--- src/rtl/async_fifo_wptr_full_level.sv ---
// ----------------------------------------------------------------------------
// async_fifo_wptr_full_level
//
// Write-side pointer and status block of a dual-clock FIFO. It owns the
// binary write counter, publishes the Gray write pointer for the read
// domain, and derives full / almost-full / fill level / overflow from the
// Gray read pointer that has already been synchronized into wclk.
//
// Write handshake: winc is the producer's request and wen is the grant.
// A word is written (and the pointer advances) exactly on cycles where
// winc=1 and wfull=0; wen reflects that combinationally. A request made
// while full is dropped and flags wovf on the next edge.
//
// Ports
//   wclk      in   1            write-domain clock
//   wrst_n    in   1            asynchronous active-low reset
//   winc      in   1            write request
//   wq2_rptr  in   ADDRSIZE+1   Gray read pointer, synchronized into wclk
//   ovf_clr   in   1            synchronous clear of wovf
//   wen       out  1            memory write enable (combinational)
//   waddr     out  ADDRSIZE     binary memory write address
//   wptr      out  ADDRSIZE+1   registered Gray write pointer
//   wfull     out  1            registered full flag
//   wafull    out  1            registered almost-full flag
//   wlevel    out  ADDRSIZE+1   registered fill level, 0..2**ADDRSIZE
//   wovf      out  1            sticky overflow flag
// ----------------------------------------------------------------------------
module async_fifo_wptr_full_level #(
    parameter int ADDRSIZE     = 4,
    parameter int AFULL_THRESH = 14
) (
    input  logic                wclk,
    input  logic                wrst_n,
    input  logic                winc,
    input  logic [ADDRSIZE:0]   wq2_rptr,
    input  logic                ovf_clr,
    output logic                wen,
    output logic [ADDRSIZE-1:0] waddr,
    output logic [ADDRSIZE:0]   wptr,
    output logic                wfull,
    output logic                wafull,
    output logic [ADDRSIZE:0]   wlevel,
    output logic                wovf
);

    localparam logic [ADDRSIZE:0] THRESH = (ADDRSIZE+1)'(AFULL_THRESH);

    logic [ADDRSIZE:0] wbin;
    logic [ADDRSIZE:0] wbinnext;
    logic [ADDRSIZE:0] wgraynext;
    logic [ADDRSIZE:0] rbin_s;
    logic [ADDRSIZE:0] level_next;
    logic              full_val;

    assign wen       = winc & ~wfull;
    assign wbinnext  = wbin + {{ADDRSIZE{1'b0}}, wen};
    assign wgraynext = (wbinnext >> 1) ^ wbinnext;
    assign waddr     = wbin[ADDRSIZE-1:0];

    // Full when the next write pointer is exactly one lap ahead of the read
    // pointer: in Gray code that is the two MSBs inverted, the rest equal.
    assign full_val = (wgraynext == {~wq2_rptr[ADDRSIZE:ADDRSIZE-1],
                                     wq2_rptr[ADDRSIZE-2:0]});

    // Gray to binary: each binary bit is the XOR of all Gray bits at and
    // above it.
    always_comb begin
        rbin_s = '0;
        for (int i = 0; i <= ADDRSIZE; i++) begin
            rbin_s[i] = ^(wq2_rptr >> i);
        end
    end

    // A stale read pointer only lags, so this difference can only overstate
    // occupancy, never understate it.
    assign level_next = wbinnext - rbin_s;

    always_ff @(posedge wclk or negedge wrst_n) begin
        if (!wrst_n) begin
            wbin   <= '0;
            wptr   <= '0;
            wfull  <= 1'b0;
            wafull <= 1'b0;
            wlevel <= '0;
        end else begin
            wbin   <= wbinnext;
            wptr   <= wgraynext;
            wfull  <= full_val;
            wafull <= (level_next >= THRESH);
            wlevel <= level_next;
        end
    end

    // Sticky overflow: a set in the same cycle as a clear takes priority.
    always_ff @(posedge wclk or negedge wrst_n) begin
        if (!wrst_n) begin
            wovf <= 1'b0;
        end else if (winc && wfull) begin
            wovf <= 1'b1;
        end else if (ovf_clr) begin
            wovf <= 1'b0;
        end
    end

endmodule

--- config.mk ---
export PLATFORM = sky130hd
export DESIGN_NAME = async_fifo_wptr_full_level
export DESIGN_NICKNAME = d
export VERILOG_FILES = /design/src/rtl/async_fifo_wptr_full_level.sv
export SDC_FILE = /design/constraint.sdc
export NUM_CORES = 1
export LEC_CHECK = 0
export CAP_MARGIN = 0
export CORE_MARGIN = 2
export CORE_UTILIZATION = 42
export DETAILED_ROUTE_END_ITERATION = 8
export GPL_ROUTABILITY_DRIVEN = 0
export GPL_TIMING_DRIVEN = 0
export PLACE_DENSITY = 0.69
export SYNTH_ARGS = -nofsm -noshare
export SYNTH_HDL_FRONTEND = slang
export SYNTH_SLANG_ARGS = --single-unit
--- constraint.sdc ---
create_clock -name wclk -period 2.8 [get_ports wclk]
set_input_delay 0.28 -clock wclk [delete_from_list [all_inputs] [get_ports wclk]]
set_output_delay 0.28 -clock wclk [all_outputs]
set_load 0.005 [all_outputs]
### Word-level counts from Yosys, hierarchy flattened

Cells that the tools add are included.

| word-level totals | value |
|---|---|
| input bits | 9 |
| output and inout bits | 18 |
| register bits after elaboration | 18 |

| cells by class | value |
|---|---|
| magnitude comparators | 1 |
| reductions and logical operators | 7 |
| eq/ne operators | 1 |
| bitwise logic cells | 4 |
| muxes and demuxes | 2 |
| add/sub/neg operators | 2 |

Operators with widths:

| cell | count |
|---|---|
| $reduce_xor 5->1 | 5 |
| $add 5x1->5 | 1 |
| $eq 5x5->1 | 1 |
| $ge 5x4->1 const B | 1 |
| $sub 5x5->5 | 1 |
| $xor 4x5->5 | 1 |
| $mux 1 | 2 |
| $not 2->2 | 1 |
| $reduce_bool 2->1 | 1 |
| $and 1x1->1 | 1 |
| $logic_and 1x1->1 | 1 |
| $not 1->1 | 1 |

### Logic depth before layout (Yosys ltp)

Gate-level depths: netlist of the first run.

| depth | value |
|---|---|
| depth after elaboration | 5 |
| gate-level depth with buffers | 10 |
| mapped depth without buffers | 10 |

### Worst setup path before layout of the first run

No wires, ideal clock.

| timing path | value |
|---|---|
| path kind | input port to flip-flop |
| from | input wq2_rptr[4] |
| to | register wafull |
| cell stages on the path | 10 |
| slack | 0.386 ns |
| data arrival time | 2.327 ns |
| required time | 2.713 ns |
| path through | xor2_1 -> xnor2_1 -> xor2_1 -> xnor2_1 -> ha_1 -> fa_1 -> nor2b_1 -> o21ai_0 -> a311o_1 -> o211ai_1 |

| on the way | value |
|---|---|
| word-level cells in the longest chain between the ends | 3 |
| elaborated cells between the ends (all ways) | 7 |

Ends and longest elaborated chain:

| item | RTL line | RTL |
|---|---|---|
| start, declared | 35 | `input logic [ADDRSIZE:0] wq2_rptr,` |
| $reduce_xor 5->1 | 70 | `rbin_s[i] = ^(wq2_rptr >> i);` |
| $sub 5x5->5 * | 76 | `assign level_next = wbinnext - rbin_s;` |
| $ge 5x4->1 * | 89 | `wafull <= (level_next >= THRESH);` |
| end signal, assigned | 89 |  |
| end, declared | 41 | `output logic wafull,` |

Every way passes the cells marked *; elsewhere a longest branch is shown, timed or not.
A chain may end at the register's enable or synchronous reset.

### Final worst setup path of the first run

| timing path | value |
|---|---|
| from | input winc |
| to | register wafull |

| on the way | value |
|---|---|
| word-level cells in the longest chain between the ends | 4 |

Ends and longest elaborated chain:

| item | RTL line | RTL |
|---|---|---|
| start, declared | 34 | `input logic winc,` |
| $and 1x1->1 | 55 | `assign wen = winc & ~wfull;` |
| $add 5x1->5 | 56 | `assign wbinnext = wbin + {{ADDRSIZE{1'b0}}, wen};` |
| named net wbinnext[1] | 49 | `logic [ADDRSIZE:0] wbinnext;` |
| $sub 5x5->5 | 76 |  |
| $ge 5x4->1 | 89 |  |

The timed path passes the listed nets, and every way through them passes these cells.

==> insert_results.sql, run 1 <==
INSERT INTO impl_metrics (metric_group, metric, value, unit) VALUES
('layout', 'layout-drive-gt1-share', '8.33', '%'),
('route', 'ant_nets_after_route', '0', ''),
('logic_synthesis', 'synth_top_area_cell', 'dfrtp_1', ''),
('sta', 'min_period_over_period', '95.7', '%'),
('route', 'wl_per_cell', '11.6', 'um'),
('logic_synthesis', 'post-synth-top-count-cell', 'dfrtp_1', ''),
('floorplanning', 'die_x', '50.2', 'um'),
('sta', 'final-max-slew-violation-count', '0', ''),
('floorplanning', 'area_enclosed_by_the_die_boundary', '2520', 'sq um'),
('worst_setup_path', 'setup.worst_path.end_class', 'flip-flop', ''),
('route', 'detailroute.via_count', '624', ''),
('floorplanning', 'pin_count', '27', ''),
('outcome', 'outcome', 'finished clean', ''),
('grt', 'antenna_found_initial', '0', ''),
('sta', 'hold_viol', '0', ''),
('floorplanning', 'die_h', '50.2', 'um'),
('logic_synthesis', 'ys_async_sr_fraction', '100', '%'),
('clock_tree', 'cts_tree', 'built', ''),
('placement', 'io_buffers', '26', ''),
('floorplanning', 'starting_density_of_the_core', '45.2', '%'),
('sta', 'fin_hold_ws', '0.427', 'ns'),
('worst_setup_path', 'worstPathCellList', 'clkdlybuf4s50_1 > nor2b_1 > ha_1 > ha_1 > inv_1 > fa_1 > nor2b_1 > o21ai_1 > a311o_1 > o211ai_1', ''),
('worst_setup_path', 'cp_slowest_cell', 'fa_1', ''),
('grt', 'global_route_wire_length_before_repair', '2810', 'um'),
('floorplanning', 'placeableCoreArea', '1980', 'sq um'),
('logic_synthesis', 'syn_nets', '92', ''),
('clock_tree', 'clkSinkCount', '17', ''),
('placement', 'place_hpwl', '1290', 'um'),
('layout', 'seq_area', '425', 'sq um'),
('sta', 'final_critical_path_setup_slack', '0.120', 'ns'),
('clock_tree', 'skew_pair_late_insertion_delay', '0.28', 'ns'),
('logic_synthesis', 'synth_area', '896', 'sq um'),
('route', 'drt_first_pass_iters', '4', ''),
('sta', 'fin_skew', '0.00303', 'ns'),
('logic_synthesis', 'synth-edff-count', '0', ''),
('logic_synthesis', 'fraction_of_the_yosys_area_taken_by_sequential_cells', '47.5', '%'),
('layout', 'finalNonFillerCells', '135', ''),
('clock_tree', 'cts-buffers-inserted', '3', ''),
('placement', 'preCtsSetupSlack', '-0.517', 'ns'),
('layout', 'design.final.nets', '124', ''),
('clock_tree', 'cts.htree.levels', '1', ''),
('worst_setup_path', 'setup.worst_path.start_class', 'primary input', ''),
('route', 'finalWirelength', '1570', 'um'),
('worst_setup_path', 'critical_path_arrival', '2.88', 'ns'),
('pwr', 'p_leak', '0.551', 'nW'),
('grt', 'grt_pass1_vias', '631', ''),
('worst_setup_path', 'worst-endpoint-required', '3.00', 'ns'),
('logic_synthesis', 'ys.warnings.count', '0', ''),
('logic_synthesis', 'synth.lib_cells_used.distinct', '19', ''),
('worst_setup_path', 'setup.worst_path.class', 'in2reg', ''),
('clock_tree', 'postCtsHoldBufs', '0', ''),
('logic_synthesis', 'synth_area_per_cell', '11.6', 'sq um'),
('route', 'drt-vias-per-instance', '4.62', ''),
('layout', 'area_overhead_of_the_layout_relative_to_synthesis', '38.5', '%'),
('clock_tree', 'clk_path_buf_depth', '2', ''),
('sta', 'slew_headroom', '51.4', '%'),
('worst_setup_path', 'critical_path.top_delay_family', 'adder cells', ''),
('logic_synthesis', 'synth.area.top_cells', 'dfrtp_1, xnor2_1, xor2_1', ''),
('sta', 'finalCriticalPeriod', '2.68', 'ns'),
('logic_synthesis', 'synth_top_area_share', '47.5', '%'),
('grt', 'groute.usage.overall', '14.9', '%'),
('route', 'detail_route.drc_violations', '0', ''),
('placement', 'place.detailed.instances', '130', ''),
('worst_setup_path', 'worst_r2r_path_depth', '9', ''),
('logic_synthesis', 'post_synth_inst_count', '77', ''),
('layout', 'n_antenna_cell', '0', ''),
('worst_setup_path', 'critical_path_depth', '10', ''),
('job', 'drv_cap', '0', ''),
('pwr', 'pwr_density_cell', '1260', 'nW/um^2'),
('placement', 'placed_area', '1190', 'sq um'),
('clock_tree', 'cts_root_cell', 'clkbuf_4', '');
## state kept, by name, summed over array words and instances (netlist names)
signal  cells
wovf        1
wbin        5
wptr        4
wfull       1
wlevel      5
wafull      1
## per-stage QoR
| stage | power [mW] | setup TNS [ns] | util, % |
|---|---|---|---|
| after floorplan | 1.04 | 0 | - |
| after global placement | 1.40 | -0.866 | 60.0 |
| after detailed placement | 1.43 | -1.03 | 60.0 |
| after CTS | 1.56 | 0 | 62.0 |
| after global routing | 1.72 | -0.0103 | 62.6 |
| final | 1.57 | 0 | 62.6 |
## routing by layer
layer | track usage [%] | part of all wire, % | wire, um
met1 | 19.6 | 45 | 710
met2 | 25.0 | 50 | 781
met3 | 0.893 | 3.4 | 54
met4 | 6.94 | 1.2 | 19
met5 | 0 | 0 | 0
## power breakdown
group	internal, mW	switching (mW)
Sequential	0.380	0.0668
Combinational	0.536	0.458
Clock	0.0551	0.0702
Total	0.971	0.595
## kinds of logic after synthesis
family / share of synthesized area [%]
XOR/XNOR: 23.6
flip-flops: 47.5
AND/OR/NAND/NOR: 8.38
AO/OA/AOI/OAI: 7.54
buffers and inverters: 3.77
adder cells (fa/ha/maj): 9.22
## cells in the final DEF (no fill, tap or decap)
cell             netlist  routed
xnor2_1               10      10
nor3_2                 0       1
inv_1                  9       9
dfrtp_1               17      17
a21oi_1                1       1
or2_2                  1       1
xnor3_1                2       2
fa_1                   1       1
clkbuf_4               0       3
clkdlybuf4s50_1        0      24
a311o_1                1       1
a21boi_0               1       1
clkbuf_1               0       1
o211ai_1               2       2
xor2_2                 0       2
dlygate4sd2_1          0       2
o21ai_0                3       2
nand2_1                5       5
ha_1                   5       5
a221oi_2               1       1
nand3_1                4       4
o21ai_1                0       1
or3_1                  2       2
xor2_1                 9       7
buf_4                  0       1
nor2b_1                2       2
## timing repair
action | 4_1_cts | 5_1_grt
endpoints found under the setup margin | 2 | 2
resized for setup | 3 | 3
cloned | 0 | 0
pin swaps | 1 | 0
setup buffers | 1 | 0
## area by class of cell
class / count / area share, %
Timing Repair Buffer: 27 / 21.4
Inverter: 9 / 2.72
Multi-Input combinational cell: 51 / 36.8
Sequential cell: 17 / 34.3
Clock buffer: 4 / 2.12
Tap cell: 27 / 2.72
## path summary, 6_finish.rpt
path                        start        end  slack (ns)
max                          winc     wafull        0.12
min                        wrst_n  wlevel[0]        0.43
max reg2reg                 wfull     wafull        0.24
min reg2reg                 wfull       wovf        0.53
max in group asynchronous  wrst_n       wovf        1.91
min in group wclk           wfull       wovf        0.53
Note: power is estimated with default switching activity, not from simulation.
==> run 2, diff against run 1 <==
--- a/config.mk
+++ b/config.mk
@@ -5,6 +5,7 @@
 export SDC_FILE = /design/constraint.sdc
 export NUM_CORES = 1
 export LEC_CHECK = 0
+export ABC_CLOCK_PERIOD_IN_PS = 2800
 export CAP_MARGIN = 0
 export CORE_MARGIN = 2
 export CORE_UTILIZATION = 42
==> constraint.sdc (replaced) <==
create_clock -name wclk -period 2.8 [get_ports wclk]
set_input_delay 0.56 -clock wclk [delete_from_list [all_inputs] [get_ports wclk]]
set_output_delay 0.56 -clock wclk [all_outputs]
set_load 0.005 [all_outputs]
==> run 2 against run 1 <==
  * Setup slack lost 0.014 ns
  * Cell count grew 3.0%
  * Largest cell class unchanged
  * Register-to-register slack gained 0.25 ns
  * Count of clock-buffer cells in the layout is the same
  * Combinational power grew 9.5%
  * Non-clock buffer count grew 4
  * Sequential share of layout area shrank 1.8 points
  * Critical path depth is the same
  * Clock power is essentially flat
  * Via count grew 3.7%
  * Sequential cell count is the same
==> insert_results.sql, run 2 (same netlist as run 1, synthesis figures left out) <==
INSERT INTO impl_metrics (metric_group, metric, value, unit) VALUES
('outcome', 'outcome', 'finished clean', ''),
('placement', 'place.detailed.instances', '130', ''),
('pwr', 'power.ir.vdd_worst', '0.000676', 'V'),
('clock_tree', 'cts_tree', 'built', ''),
('layout', 'layout-drive-gt1-share', '18.8', '%'),
('sta', 'final-max-slew-violation-count', '0', ''),
('layout', 'mostFrequentLayoutCell', 'clkdlybuf4s50_1', ''),
('clock_tree', 'cts_root_cell', 'clkbuf_4', ''),
('route', 'drt_first_pass_iters', '4', ''),
('sta', 'final_critical_path_setup_slack', '0.106', 'ns'),
('clock_tree', 'clkSinkCount', '17', ''),
('pwr', 'power_frac_seq', '27.3', '%'),
('layout', 'finalCoreUtilization', '66.0', '%'),
('grt', 'antenna_found_initial', '0', ''),
('sta', 'slew_headroom', '52.0', '%'),
('pwr', 'power.internal', '1.04', 'mW'),
('floorplanning', 'die_h', '50.2', 'um'),
('clock_tree', 'clk_path_buf_depth', '2', ''),
('clock_tree', 'skew_pair_late_insertion_delay', '0.27', 'ns'),
('placement', 'place_hpwl', '1290', 'um'),
('grt', 'groute.usage.overall', '15.1', '%'),
('clock_tree', 'postCtsHoldBufs', '0', ''),
('route', 'detailroute.via_count', '647', ''),
('worst_setup_path', 'setup.worst_path.end_class', 'flip-flop', ''),
('clock_tree', 'cts-buffers-inserted', '3', ''),
('worst_setup_path', 'setup.worst_path.start_class', 'primary input', ''),
('sta', 'worst_pin_slew', '0.718', 'ns'),
('clock_tree', 'clk_slew_on_worst_s_h_paths', '0.09', 'ns'),
('sta', 'maxClockFrequency', '0.371', 'GHz'),
('job', 'drv_cap', '0', ''),
('sta', 'rsz0062_at_grt', 'no', ''),
('layout', 'design.final.nets', '128', ''),
('worst_setup_path', 'rr_endpoint', 'wafull', ''),
('floorplanning', 'pin_count', '27', ''),
('floorplanning', 'die_x', '50.2', 'um'),
('sta', 'finalSetupViolCount', '0', ''),
('grt', 'global_route_wire_length_before_repair', '2860', 'um'),
('worst_setup_path', 'worst_r2r_path_depth', '9', ''),
('pwr', 'p_leak', '0.583', 'nW'),
('layout', 'largestRegisters', 'wbin (5), wlevel (5), wptr (4)', ''),
('pwr', 'switching_power', '0.625', 'mW'),
('route', 'drt-vias-per-instance', '4.65', ''),
('floorplanning', 'floorplan.rows', '16', ''),
('layout', 'finalNonFillerCells', '139', ''),
('layout', 'area_overhead_of_the_layout_relative_to_synthesis', '46.1', '%'),
('route', 'ant_nets_after_route', '0', ''),
('grt', 'grt_pass1_vias', '636', ''),
('grt', 'grt.overflow.total', '0', ''),
('hold_path', 'hold_path_class', 'reg2reg', ''),
('worst_setup_path', 'rr_startpoint', 'wfull', ''),
('floorplanning', 'placeableCoreArea', '1980', 'sq um'),
('pwr', 'proportion_of_power_drawn_by_the_clock_network', '7.5', '%'),
('pwr', 'power.combinational.fraction', '65.2', '%'),
('pwr', 'p_sw_share', '37.5', '%'),
('worst_setup_path', 'critPathLaunch', 'winc', ''),
('layout', 'layout.cells.most_common_list', 'clkdlybuf4s50_1, dfrtp_1, inv_1, xnor2_1, xor2_1', ''),
('worst_setup_path', 'end_point_of_the_critical_path', 'wafull', ''),
('floorplanning', 'area_enclosed_by_the_die_boundary', '2520', 'sq um'),
('route', 'finalWirelength', '1630', 'um'),
('sta', 'hold_viol', '0', ''),
('grt', 'grt_max_degree', '18', ''),
('worst_setup_path', 'setup.worst_path.class', 'in2reg', ''),
('route', 'wl_per_cell', '11.7', 'um'),
('worst_setup_path', 'worst-endpoint-required', '3.00', 'ns'),
('layout', 'n_antenna_cell', '0', ''),
('pwr', 'pwr_density_cell', '1270', 'nW/um^2'),
('clock_tree', 'cts.htree.levels', '1', ''),
('worst_setup_path', 'cp_max_fo', '6', ''),
('placement', 'preCtsSetupSlack', '-0.797', 'ns'),
('floorplanning', 'starting_density_of_the_core', '45.2', '%'),
('sta', 'min_period_over_period', '96.2', '%'),
('placement', 'io_buffers', '26', ''),
('sta', 'fin_skew', '0.00171', 'ns'),
('route', 'detail_route.drc_violations', '0', ''),
('sta', 'finalCriticalPeriod', '2.69', 'ns'),
('worst_setup_path', 'reg2reg_slack', '0.49', 'ns'),
('worst_setup_path', 'critical_path_arrival', '2.89', 'ns'),
('route', 'detail_route.iter0.violations', '10', '');
run 2: changes by cell type in the layout (fill, tap and decap cells not counted), sizes merged:
| cell | previous run | this run |
|---|---|---|
| buf | 1 | 5 |
| clkbuf | 4 | 6 |
| clkdlybuf4s50 | 24 | 23 |
| dlygate4sd2 | 2 | 0 |
| dlymetal6s2s | 0 | 1 |
run 2: routing by layer:
metal / wire length [um] / part of all wire [%] / vias to the layer above / GRT usage (%)
met4: 19 / 1.2 / 0 / 6.94
met1: 732 / 45 / 301 / 20.1
met3: 62 / 3.8 / 2 / 0.893
met5: 0 / 0 / - / 0
met2: 819 / 50 / 19 / 25.4
li1: - / - / 325 / -
run 2: worst min path at each step:
stage / endpoint / depth (start not counted) / from
floorplan: wafull / 0 / wrst_n
global route: wovf / 2 / wovf
CTS: wovf / 2 / wovf
detailed placement: wovf / 2 / wfull
global placement: wovf / 2 / wfull
finish: wovf / 2 / wfull
run 2: final cells by class:
| cell class | instances | area, sq um |
|---|---|---|
| sequential | 17 | 425 |
| timing repair buffer | 31 | 290 |
| multi-input combinational | 51 | 499 |
| inverter | 9 | 33.8 |
| clock buffer | 4 | 26.3 |
| tap | 27 | 33.8 |
| fill | 153 | 673 |
run 2: metrics by stage:
| stage | power, mW | hold slack [ns] | instance area [sq um] | TNS, ns |
|---|---|---|---|---|
| 6_report | 1.67 | 0.525 | 1310 | 0 |
| 5_1_grt | 1.82 | 0.585 | 1310 | 0 |
| 4_1_cts | 1.62 | 0.535 | 1280 | 0 |
| 3_5_place_dp | 1.43 | 0.511 | 1190 | -2.50 |
| 3_3_place_gp | 1.40 | 0.498 | 1190 | -2.11 |
| 2_1_floorplan | 1.04 | 0.264 | 896 | 0 |
run 2: what timing repair did:
item                                   CTS  global route
setup buffers                            2             3
gates cloned                             0             0
setup endpoints to repair                3             2
gates resized for setup                  9            10
pin swaps                                2             4
endpoints found under the hold margin    0             0
run 2: critical path, stage by stage:
cell and delay [ns]:
clkdlybuf4s50_1 0.41, nor2b_1 0.15, ha_2 0.21, ha_4 0.31, inv_1 0.09, fa_2 0.42, nor2b_2 0.18, o21ai_2 0.08
a311o_1 0.38, o211ai_1 0.09
run 2: power groups by stage:
stage	clock network (mW)	registers, mW	logic (mW)
after floorplan	0	0.463	0.573
after global placement	0	0.446	0.956
after detailed placement	0	0.451	0.978
after CTS	0.131	0.457	1.03
after global routing	0.146	0.474	1.20
final	0.124	0.456	1.09
